==> config.mk <==
export PLATFORM = sky130hd
export DESIGN_NAME = mc_controller_flat
export DESIGN_NICKNAME = d
export VERILOG_FILES = /design/src/rtl/mc_controller_if.sv /design/src/rtl/mc_controller.sv /design/src/flat_wrapper.sv
export SDC_FILE = /design/constraint.sdc
export NUM_CORES = 1
export LEC_CHECK = 0
export CORE_ASPECT_RATIO = 1.1
export CORE_MARGIN = 2
export CORE_UTILIZATION = 42
export CTS_BUF_LIST = sky130_fd_sc_hd__clkbuf_4
export DETAILED_ROUTE_END_ITERATION = 10
export GPL_TIMING_DRIVEN = 1
export PLACE_DENSITY = 0.9
export SKIP_CTS_REPAIR_TIMING = 1
export SLEW_MARGIN = 5
export SYNTH_ARGS = -nofsm -noshare
export SYNTH_HDL_FRONTEND = slang
export SYNTH_SLANG_ARGS = --single-unit
==> constraint.sdc <==
create_clock -name clk -period 2.5 [get_ports clk]
set_input_delay 0.5 -clock clk [delete_from_list [all_inputs] [get_ports clk]]
set_output_delay 0.5 -clock clk [all_outputs]
set_load 0.02 [all_outputs]
==> src/rtl/mc_controller_if.sv <==
// Control bus between the multicycle ARM controller and its datapath.
// The controller takes the slave side: it reads the instruction register and
// the ALU flags, and drives every datapath select and write strobe.
interface mc_controller_if;
  logic [31:0] Instr;
  logic [3:0]  ALUFlags;
  logic        PCWrite;
  logic        IRWrite;
  logic        RegWrite;
  logic        MemWrite;
  logic        AdrSrc;
  logic        ALUSrcA;
  logic        B;
  logic [1:0]  RegSrc;
  logic [1:0]  ImmSrc;
  logic [1:0]  ALUSrcB;
  logic [1:0]  ResultSrc;
  logic [2:0]  ALUControl;

  modport slave (
    input  Instr, ALUFlags,
    output PCWrite, IRWrite, RegWrite, MemWrite, AdrSrc, ALUSrcA, B,
           RegSrc, ImmSrc, ALUSrcB, ResultSrc, ALUControl
  );

  modport master (
    output Instr, ALUFlags,
    input  PCWrite, IRWrite, RegWrite, MemWrite, AdrSrc, ALUSrcA, B,
           RegSrc, ImmSrc, ALUSrcB, ResultSrc, ALUControl
  );
endinterface

==> src/rtl/mc_controller.sv <==
// Multicycle ARM controller: Moore main FSM with registered per-state
// outputs, a condition-flag register, and condition-gated write strobes.
module mc_controller (
  input  logic           clk,
  input  logic           reset,
  mc_controller_if.slave bus
);

  typedef enum logic [3:0] {
    S_FETCH, S_DECODE, S_MEMADR, S_MEMRD, S_MEMWB,
    S_MEMWR, S_EXECR, S_EXECI, S_ALUWB, S_BRANCH
  } state_t;

  // Raw per-state controls; the write strobes are condition-gated later.
  typedef struct packed {
    logic       next_pc;
    logic       branch;
    logic       ir_write;
    logic       reg_w;
    logic       mem_w;
    logic       adr_src;
    logic       alu_src_a;
    logic       byte_ld;
    logic [1:0] alu_src_b;
    logic [1:0] result_src;
    logic [2:0] alu_ctrl;
  } ctrl_t;

  localparam logic [2:0] ALU_ADD = 3'b000;
  localparam logic [2:0] ALU_SUB = 3'b001;
  localparam logic [2:0] ALU_AND = 3'b010;
  localparam logic [2:0] ALU_ORR = 3'b011;

  logic [3:0] cond;
  logic [1:0] op;
  logic [5:0] funct;
  logic       unused_instr_bits;

  assign cond  = bus.Instr[31:28];
  assign op    = bus.Instr[27:26];
  assign funct = bus.Instr[25:20];
  assign unused_instr_bits = ^bus.Instr[19:0];

  state_t     state_q, state_d;
  ctrl_t      ctrl_q;
  logic [3:0] flags_q;   // {N,Z,C,V}
  logic       cond_ex;
  logic       no_write;
  logic       flag_w;
  logic       cv_load;

  // Data-processing command field to ALU operation; unknown commands add.
  function automatic logic [2:0] alu_decode(input logic [3:0] cmd);
    case (cmd)
      4'b0100:          return ALU_ADD;
      4'b0010, 4'b1010: return ALU_SUB;
      4'b0000:          return ALU_AND;
      4'b1100:          return ALU_ORR;
      default:          return ALU_ADD;
    endcase
  endfunction

  // Moore output table for the state being entered.
  function automatic ctrl_t ctrl_for(input state_t s, input logic [5:0] f);
    ctrl_t c;
    c = '0;
    case (s)
      S_FETCH:  begin
        c.next_pc = 1'b1; c.ir_write = 1'b1; c.alu_src_a = 1'b1;
        c.alu_src_b = 2'b10; c.result_src = 2'b10;
      end
      S_DECODE: begin
        c.alu_src_a = 1'b1; c.alu_src_b = 2'b10; c.result_src = 2'b10;
      end
      S_MEMADR: c.alu_src_b = 2'b01;
      S_MEMRD:  c.adr_src = 1'b1;
      S_MEMWB:  begin
        c.result_src = 2'b01; c.reg_w = 1'b1; c.byte_ld = f[2];
      end
      S_MEMWR:  begin c.adr_src = 1'b1; c.mem_w = 1'b1; end
      S_EXECR:  c.alu_ctrl = alu_decode(f[4:1]);
      S_EXECI:  begin c.alu_src_b = 2'b01; c.alu_ctrl = alu_decode(f[4:1]); end
      S_ALUWB:  c.reg_w = 1'b1;
      S_BRANCH: begin
        c.alu_src_b = 2'b01; c.result_src = 2'b10; c.branch = 1'b1;
      end
      default:  c = '0;
    endcase
    return c;
  endfunction

  // Next-state selection from the current state and instruction fields.
  always_comb begin
    // NOTE: assign a default before the case so no path leaves state_d unassigned and infers a latch.
    state_d = S_FETCH;
    case (state_q)
      S_FETCH:  state_d = S_DECODE;
      S_DECODE: begin
        case (op)
          2'b01:   state_d = S_MEMADR;
          2'b00:   state_d = funct[5] ? S_EXECI : S_EXECR;
          2'b10:   state_d = S_BRANCH;
          default: state_d = S_FETCH;
        endcase
      end
      S_MEMADR: state_d = funct[0] ? S_MEMRD : S_MEMWR;
      S_MEMRD:  state_d = S_MEMWB;
      S_EXECR,
      S_EXECI:  state_d = S_ALUWB;
      default:  state_d = S_FETCH;
    endcase
  end

  // Condition check of Cond against the registered {N,Z,C,V} flags.
  always_comb begin
    cond_ex = 1'b0;
    case (cond)
      4'b0000: cond_ex = flags_q[2];
      4'b0001: cond_ex = ~flags_q[2];
      4'b0010: cond_ex = flags_q[1];
      4'b0011: cond_ex = ~flags_q[1];
      4'b0100: cond_ex = flags_q[3];
      4'b0101: cond_ex = ~flags_q[3];
      4'b0110: cond_ex = flags_q[0];
      4'b0111: cond_ex = ~flags_q[0];
      4'b1000: cond_ex = flags_q[1] & ~flags_q[2];
      4'b1001: cond_ex = ~flags_q[1] | flags_q[2];
      4'b1010: cond_ex = (flags_q[3] == flags_q[0]);
      4'b1011: cond_ex = (flags_q[3] != flags_q[0]);
      4'b1100: cond_ex = ~flags_q[2] & (flags_q[3] == flags_q[0]);
      4'b1101: cond_ex = flags_q[2] | (flags_q[3] != flags_q[0]);
      4'b1110: cond_ex = 1'b1;
      default: cond_ex = 1'b0;
    endcase
  end

  // CMP computes flags only; it must never write the register file.
  assign no_write = (op == 2'b00) && (funct[4:1] == 4'b1010);
  assign flag_w   = ((state_q == S_EXECR) || (state_q == S_EXECI)) && funct[0] && cond_ex;
  // Carry and overflow are meaningful only for arithmetic (add/sub) results.
  assign cv_load  = (ctrl_q.alu_ctrl == ALU_ADD) || (ctrl_q.alu_ctrl == ALU_SUB);

  // FSM state, registered Moore outputs and the flags register.
  always_ff @(posedge clk or posedge reset) begin
    if (reset) begin
      state_q <= S_FETCH;
      ctrl_q  <= ctrl_for(S_FETCH, 6'b0);
      flags_q <= 4'b0000;
    end else begin
      // NOTE: non-blocking updates let every register see the pre-edge values of the others.
      state_q <= state_d;
      ctrl_q  <= ctrl_for(state_d, funct);
      if (flag_w) begin
        flags_q[3:2] <= bus.ALUFlags[3:2];
        if (cv_load) flags_q[1:0] <= bus.ALUFlags[1:0];
      end
    end
  end

  // Strobes are forced low while reset is held so an abandoned instruction writes nothing.
  assign bus.PCWrite    = ~reset & (ctrl_q.next_pc | (ctrl_q.branch & cond_ex));
  assign bus.IRWrite    = ~reset & ctrl_q.ir_write;
  assign bus.RegWrite   = ~reset & ctrl_q.reg_w & cond_ex & ~no_write;
  assign bus.MemWrite   = ~reset & ctrl_q.mem_w & cond_ex;
  assign bus.AdrSrc     = ctrl_q.adr_src;
  assign bus.ALUSrcA    = ctrl_q.alu_src_a;
  assign bus.B          = ctrl_q.byte_ld;
  assign bus.ALUSrcB    = ctrl_q.alu_src_b;
  assign bus.ResultSrc  = ctrl_q.result_src;
  assign bus.ALUControl = ctrl_q.alu_ctrl;
  assign bus.ImmSrc     = op;
  assign bus.RegSrc     = {op == 2'b01, op == 2'b10};

endmodule

==> src/flat_wrapper.sv <==
// flat-port wrapper written by rule: the top's interface ports become plain ports
module mc_controller_flat 
  (clk, reset, bus_Instr, bus_ALUFlags, bus_PCWrite, bus_IRWrite, bus_RegWrite, bus_MemWrite, bus_AdrSrc, bus_ALUSrcA, bus_B, bus_RegSrc, bus_ImmSrc, bus_ALUSrcB, bus_ResultSrc, bus_ALUControl);
  mc_controller_if bus_i ();
  input  logic clk;
  input  logic reset;
  input wire logic [$bits(bus_i.Instr)-1:0] bus_Instr;
  input wire logic [$bits(bus_i.ALUFlags)-1:0] bus_ALUFlags;
  output wire logic [$bits(bus_i.PCWrite)-1:0] bus_PCWrite;
  output wire logic [$bits(bus_i.IRWrite)-1:0] bus_IRWrite;
  output wire logic [$bits(bus_i.RegWrite)-1:0] bus_RegWrite;
  output wire logic [$bits(bus_i.MemWrite)-1:0] bus_MemWrite;
  output wire logic [$bits(bus_i.AdrSrc)-1:0] bus_AdrSrc;
  output wire logic [$bits(bus_i.ALUSrcA)-1:0] bus_ALUSrcA;
  output wire logic [$bits(bus_i.B)-1:0] bus_B;
  output wire logic [$bits(bus_i.RegSrc)-1:0] bus_RegSrc;
  output wire logic [$bits(bus_i.ImmSrc)-1:0] bus_ImmSrc;
  output wire logic [$bits(bus_i.ALUSrcB)-1:0] bus_ALUSrcB;
  output wire logic [$bits(bus_i.ResultSrc)-1:0] bus_ResultSrc;
  output wire logic [$bits(bus_i.ALUControl)-1:0] bus_ALUControl;
  assign bus_i.Instr = bus_Instr;
  assign bus_i.ALUFlags = bus_ALUFlags;
  assign bus_PCWrite = bus_i.PCWrite;
  assign bus_IRWrite = bus_i.IRWrite;
  assign bus_RegWrite = bus_i.RegWrite;
  assign bus_MemWrite = bus_i.MemWrite;
  assign bus_AdrSrc = bus_i.AdrSrc;
  assign bus_ALUSrcA = bus_i.ALUSrcA;
  assign bus_B = bus_i.B;
  assign bus_RegSrc = bus_i.RegSrc;
  assign bus_ImmSrc = bus_i.ImmSrc;
  assign bus_ALUSrcB = bus_i.ALUSrcB;
  assign bus_ResultSrc = bus_i.ResultSrc;
  assign bus_ALUControl = bus_i.ALUControl;
  mc_controller u_core (.clk(clk), .reset(reset), .bus(bus_i));
endmodule
-- Word level (Yosys, flattened, before mapping)
Cells that the tools add are included.
- equal/unequal tests: 36
- bitwise operators: 19
- multiplexer cells: 16
- reductions and logical operators: 20
- operator list (operator ; number):
    4-bit == test, second input constant ; 11
    4-bit by 3-bit == test with 1-bit output, second input constant ; 10
    4-bit by 2-bit == test with 1-bit output, second input constant ; 7
    4-bit one-hot mux with 5 select lines ; 1
    4-bit logical NOT ; 4
    1-bit one-hot mux with 15 select lines ; 1
    4-bit by 1-bit == test with 1-bit output, second input constant ; 3
    4-bit one-hot mux with 3 select lines ; 1
    2-bit OR reduction ; 6
    1-bit AND ; 10
    1-bit 2-to-1 mux ; 8
    2-bit one-hot mux with 2 select lines ; 2
    3-bit 2-to-1 mux ; 2
    1-bit NOT ; 6
    2-bit one-hot mux with 3 select lines ; 1
    3-bit OR reduction ; 2
    3-bit by 1-bit == test with 1-bit output, second input constant ; 1
    1-bit logical AND ; 3
    3-bit logical NOT ; 1
    1-bit bitwise OR ; 3
    2-bit by 1-bit == test with 1-bit output, second input constant ; 1
    2-bit == test, second input constant ; 1
    2-bit logical NOT ; 1
    1-bit logical OR ; 2
    3 further kinds ; 3
- input bits: 38
- logic and storage cells: 104
- output and inout bits: 18
- bits in registers: 22

-- Longest topological paths before layout
Gate-level depths: netlist (run 1).
- depth in word-level cells: 6
- mapped depth: 7
- mapped depth without buffers: 6

-- Least setup slack after synthesis (run 1)
OpenSTA, ideal clock, no wires.
- path type: input-to-output
- start: input bus_Instr[30]
- end: output bus_MemWrite
- stages: 6
- setup slack: -0.158 ns
- path buffers: 1
- data required time: 2.000 ns
- data arrival time: 2.158 ns
- path through: buf_4 -> or3b_1 -> a21o_1 -> a2111oi_2 -> a211oi_2 -> nor3b_1
- word-level cells in the longest chain between the ends: 3
- elaborated cells between the ends (all ways): 17
- those cells by class: 14 x eq/ne; 1 x mux; 1 x bitwise; 1 x reduce/logical
- RTL lines (element ; RTL line ; RTL):
    start, declared ; flat_wrapper.sv:7 ; input wire logic [$bits(bus_i.Instr)-1:0] bus_Instr;
    4-bit == test (tied with other cells) ; mc_controller.sv:117 ; case (cond)
    1-bit one-hot mux with 15 select lines (*) ; mc_controller.sv:117 ;
    1-bit AND (*) ; mc_controller.sv:164 ; assign bus.MemWrite = ~reset & ctrl_q.mem_w & cond_ex;
    end, declared ; flat_wrapper.sv:12 ; output wire logic [$bits(bus_i.MemWrite)-1:0] bus_MemWrite;
Every way passes the cells marked *; elsewhere a longest branch is shown, timed or not.

-- Final worst setup path (run 1)
- start: register u_core.flags_q[0]
- end: output bus_MemWrite
- word-level cells in the longest chain between the ends: 4
- elaborated cells between the ends (all ways): 7
- those cells by class: 2 x eq/ne; 1 x mux; 4 x bitwise
- RTL lines (element ; RTL line ; RTL):
    start, declared ; mc_controller.sv:46 ; logic [3:0] flags_q;
    start signal, assigned ; mc_controller.sv:155 ; if (cv_load) flags_q[1:0] <= bus.ALUFlags[1:0];
    1-bit != test or 1-bit == test (tied branches) ; n/a ;
    1-bit bitwise OR or 1-bit AND (tied branches) ; mc_controller.sv:131, mc_controller.sv:130 ;
    1-bit one-hot mux with 15 select lines (*) ; mc_controller.sv:117 ;
    1-bit AND (*) ; mc_controller.sv:164 ;
Marks and branches as above.

==> results of run 1 <==
-- final timing paths --
path	to	slack (ns)	cells after the start
min in group asynchronous	u_core.flags_q[2]	0.69	3
setup / recovery	bus_MemWrite	-0.14	7
max in group asynchronous	u_core.bus.ALUSrcA	1.54	3
setup reg to reg	u_core.flags_q[1]	0.13	8
hold / removal	u_core.state_q[3]	0.49	1
hold reg to reg	u_core.state_q[3]	0.49	1
-- layout make-up --
class	count	area, um^2	share of cell area
Multi-Input combinational cell	77	596.8	0.3595
Sequential cell	21	530.5	0.3195
Timing Repair Buffer	47	439.2	0.2645
Tap cell	33	41.29	0.02487
Clock buffer	4	30.03	0.01809
Inverter	6	22.52	0.01356
-- per-layer routing --
metal	vias to the layer above	GRT usage
met5	-	0
met4	0	0.04643
met3	4	0.04545
met2	28	0.3546
met1	480	0.2145
li1	466	-
-- per-stage QoR --
stage | setup TNS, ns | instances | total power, mW
finish | -0.3533 | 188 | 1.383
global route | -0.7581 | 188 | 1.482
CTS | -4.330 | 188 | 1.358
detailed placement | -5.326 | 184 | 1.181
global placement | -4.547 | 184 | 1.150
floorplan | -0.003695 | 116 | 0.9643
-- cell usage in the layout (no fill, tap or decap), types with 2 or more instances in the layout --
cell             instances
xor2_1                   2
nor3_1                   5
nand4b_1                 2
dfrtp_1                 17
o21bai_1                 2
nand2_1                  6
nor2_1                   7
mux2i_1                  2
a21oi_1                  2
o21ai_0                  2
o211ai_1                 2
and3_1                   2
nor3_2                   2
buf_4                   15
mux2_2                   5
and2_1                   2
nand2b_1                 3
o21a_1                   2
nor2b_1                  6
a21o_1                   3
clkbuf_4                 4
clkdlybuf4s50_1         26
dfstp_2                  4
dlymetal6s2s_1           4
inv_1                    5
nand3_1                  2
a211oi_4                 2
-- state kept, by name (all words and copies together) (netlist names) --
name / count
u_core.state_q: 4
u_core.ctrl_q: 4
u_core.bus.ALUSrcA: 1
u_core.bus.B: 1
u_core.bus.AdrSrc: 1
u_core.bus.ALUSrcB: 2
u_core.bus.ALUControl: 2
u_core.flags_q: 4
u_core.bus.ResultSrc: 2
-- cell families (layout without fill, tap and decap cells) --
kind of cell	count (synthesis)	count (layout)
multiplexers	7	7
buffers and inverters	18	57
AO/OA/AOI/OAI	20	20
AND/OR/NAND/NOR	46	46
XOR/XNOR	3	3
flip-flops	21	21
other	1	1
-- worst max-delay path: stages, from the launching register on --
cell,delay [ns]
dfrtp_1,0.40
buf_6,0.14
nor4bb_4,0.30
a211oi_4,0.08
a2111oi_4,0.43
a211oi_4,0.11
nor3b_2,0.21
buf_4,0.17
-- power groups by stage --
stage | logic (mW) | registers, mW | clock network [mW]
final | 0.653 | 0.559 | 0.170
after CTS | 0.631 | 0.552 | 0.175
after floorplan | 0.412 | 0.552 | 0
after detailed placement | 0.625 | 0.556 | 0
after global placement | 0.601 | 0.550 | 0
after global routing | 0.711 | 0.571 | 0.201
==> reports/results.tsv, run 1 <==
metric	value	unit
status	complete, but fails checks	
failing checks	negative setup slack	
CTS clk-pin slew, worst paths	0.10	ns
Synth cell types	39	
sequential share of power	0.404	
largest net degree at the start of global routing	22	
maxcap violations	0	
syn_nets	154	
Pleak	0.7694	nW
final setup skew	0.006710	ns
Die W	54.16	um
Seq/Total Area, Yosys	0.4564	
Req. time, crit path	2.00	ns
area growth from synthesis to layout	42.84	%
TritonCTS Sinks	21	
maximum VDD drop	0.0007005	V
Post-Synth Adder-Cell Area	0	
Clock power frac	0.123	
area share of the largest cell type after synthesis	0.3660	
most frequent cell after synthesis	dfrtp_1	
GRT Util Overall	0.1914	
synth warn	0	
Die H	59.18	um
arrival time at the worst endpoint	2.14	ns
Post-Synthesis Cells	116	
Sw Share	0.3789	
Synth Flop Type	dfrtp_1	
largest cells by area after synthesis	dfrtp_1, dfstp_2, buf_4	
complex-gate fraction of the synthesized area	0.1324	
ratio of cells with drive above 1 in the final layout	0.2645	
initial antenna violation count	0	
IO buf count	34	
RePlAce Congestion	0.7338	
Setup CP Type	reg -> out	
drt total wl	2.743	mm
reg2reg start	u_core.flags_q[0]	
DR vias/cell	5.202	
met2 routed WL	1.512	mm
Hold Startpoint	u_core.state_q[3]	
startpoint types	flop	
Vias	978	
crit share post-route	1.057	
Post-Synth Simple-Gate Area	0.2293	
# DRC	0	
post-synth top area cell	dfrtp_1	
DRT antenna net count	0	
met3 wire length	155	um
critical path capture point type	output pin	
mapped cell area	1162	um^2
ys async rst share	1.000	
min Tclk post-route	2.644	ns
drt wl/cell	14.59	um
post-DP HPWL	2.012	mm
fmax	0.3783	GHz
Iter 0 DRT Violations	15	
total gr overflow	0	
Post-Route Utilization	0.6144	
root buf cell	clkbuf_4	
Final Cell Area	1660	um^2
vias in the first global route	1039	
Core Footprint	2703	um^2
n_diodes	0	
top routing layer used	met4	
depth of the CTS H-tree	1	
post-synthesis mux area share	0.06566	
routed metal-1 wirelength	1.039	mm
Setup crit start	u_core.flags_q[0]	
CTS Buf Count	3	
First-pass DRT Iterations	4	
final slew viol count	0	
first-pass GRT wire length	4.485	mm
EDFF count, synth	0	
Max clock buf depth	2	
CTS tree	done	
P_sw	0.5240	mW
logic gate share of total power	0.472	
final worst setup slack	-0.1436	ns
final hold slack	0.4919	ns
P_int	0.8588	mW
FP Rows	20	
pwr/cell area	832.9	nW/um^2
XOR/XNOR share of the synthesized area	0.02260	
final setup vio count	3	
Critical Path Fanout Max	5	
Synth Register Bits	21	
worst skew pair latency	0.30	ns
RSZ-0062 raised after global routing	yes	
I/O pin total	56	
Layout fillers	243	
synth cell count leaders	dfrtp_1, buf_4, nor2_1, nor3_1	
largest family of logic cells by synthesized area	simple AND/OR/NAND/NOR gates	
Synth Area per Inst	10.02	um^2
die footprint	3205	um^2
worst slack at placement	-0.9955	ns
Placed Instance Area	1569	um^2
starting density of the core	0.4301	
nets@finish	194	
final hold vios	0	
HP Class	reg -> reg	
Note: power is estimated with default switching activity, not from simulation.
==> run 2, diff against run 1 <==
--- a/config.mk
+++ b/config.mk
@@ -13,6 +13,7 @@
 export GPL_TIMING_DRIVEN = 1
 export PLACE_DENSITY = 0.9
 export SKIP_CTS_REPAIR_TIMING = 1
+export SKIP_LAST_GASP = 1
 export SLEW_MARGIN = 5
 export SYNTH_ARGS = -nofsm -noshare
 export SYNTH_HDL_FRONTEND = slang
==> run 2 against run 1 <==
Highest routed layer unchanged. The flow still finishes with violations (negative setup slack). Critical endpoint unchanged. First-iteration DRC count grew 6.7%. Via count grew 0.61%. Clock power is essentially flat. Global-route usage is the same.
==> reports/results.tsv, run 2 (synthesized netlist as in run 1, its figures left out) <==
metric	value	unit
fin cells	188	
TritonCTS Sinks	21	
R2R Setup Slk	0.12	ns
Pleak	0.7781	nW
Max clock buf depth	2	
setup TNS	-0.3561	ns
status	complete, but fails checks	
Die W	54.16	um
critical path capture point type	output pin	
area growth from synthesis to layout	43.27	%
sequential cell area	530.5	um^2
Vias	984	
drt wl/cell	14.66	um
startpoint types	flop	
GRT Util Overall	0.1914	
IO buf count	34	
Placed Instances	184	
First-pass DRT Iterations	4	
DR vias/cell	5.234	
final slew viol count	0	
root buf cell	clkbuf_4	
arrival time at the worst endpoint	2.15	ns
final hold slack	0.4919	ns
n_diodes	0	
final hold vios	0	
crit share post-route	1.059	
Req. time, crit path	2.00	ns
pwr/cell area	829.6	nW/um^2
final worst setup slack	-0.1478	ns
CTS tree	done	
fmax	0.3777	GHz
leading cell type in the layout, fill and taps excluded	clkdlybuf4s50_1	
Layout fillers	240	
multi-input combinational cell area	596.8	um^2
total power draw	1.382	mW
final setup skew	0.006712	ns
maximum VDD drop	0.0006997	V
maxcap violations	0	
Critical Path Fanout Max	5	
ratio of cells with drive above 1 in the final layout	0.2581	
Iter 0 DRT Violations	16	
Die H	59.18	um
HP Class	reg -> reg	
vias in the first global route	1039	
DRT antenna net count	0	
initial antenna violation count	0	
total gr overflow	0	
starting density of the core	0.4301	
Setup CP Type	reg -> out	
largest net degree at the start of global routing	22	
worst skew pair latency	0.30	ns
drt total wl	2.757	mm
die footprint	3205	um^2
Core Footprint	2703	um^2
post-DP HPWL	2.012	mm
largest registers	u_core.ctrl_q: 4 flops, u_core.flags_q: 4 flops, u_core.state_q: 4 flops	
failing checks	negative setup slack	
depth of the CTS H-tree	1	
final setup vio count	3	
RePlAce Congestion	0.7338	
# DRC	0	
most frequent cells in the layout	clkdlybuf4s50_1, dfrtp_1, buf_4, nor2_1	
RSZ-0062 raised after global routing	yes	
CTS clk-pin slew, worst paths	0.10	ns
nets@finish	194	
Post-Route Utilization	0.6162	
first-pass GRT wire length	4.485	mm
I/O pin total	56	
FP Rows	20	
CTS Buf Count	3	
min Tclk post-route	2.648	ns
## run 2: final cells by class
cell class | instances | area share
multi-input cells | 77 | 0.3584
flip-flops and latches | 21 | 0.3186
repair buffers | 47 | 0.2667
well taps | 33 | 0.02479
clock buffers | 4 | 0.01803
inverters | 6 | 0.01352
## run 2: path summary, 6_finish.rpt
kind	startpoint	endpoint	cells after the start
worst min-delay path	u_core.state_q[3]	u_core.state_q[3]	1
max in group asynchronous	reset	u_core.bus.ALUSrcA	3
worst min register to register	u_core.state_q[3]	u_core.state_q[3]	1
worst max register to register	u_core.flags_q[0]	u_core.flags_q[1]	8
worst max-delay path	u_core.flags_q[0]	bus_MemWrite	7
min in group asynchronous	reset	u_core.flags_q[2]	3
## run 2: metal layers
layer  GRT usage  vias to the layer above  share of wire
met5           0                        -              0
met1      0.2145                      480           0.38
met2      0.3546                       32           0.55
met4     0.04643                        0          0.013
met3     0.04545                        4          0.061
li1            -                      468              -
## run 2: stage by stage
step	area, um^2	setup WS [ns]
floorplan	1172	-0.003695
global placement	1569	-0.8853
detailed placement	1569	-0.9955
CTS	1599	-1.064
global route	1665	-0.2851
finish	1665	-0.1478
## run 2: where the power goes
group	total [mW]	leakage [nW]	internal, mW	switching, mW
Clock	0.170	0.0184	0.0730	0.0973
Sequential	0.561	0.271	0.472	0.0885
Combinational	0.651	0.489	0.312	0.339
Total	1.38	0.778	0.857	0.525
## run 2: critical path, stage by stage (launching register included)
cell	delay [ns]
dfrtp_1	0.40
buf_6	0.14
nor4bb_4	0.30
a211oi_4	0.08
a2111oi_4	0.43
a211oi_4	0.11
nor3b_2	0.21
buf_4	0.17
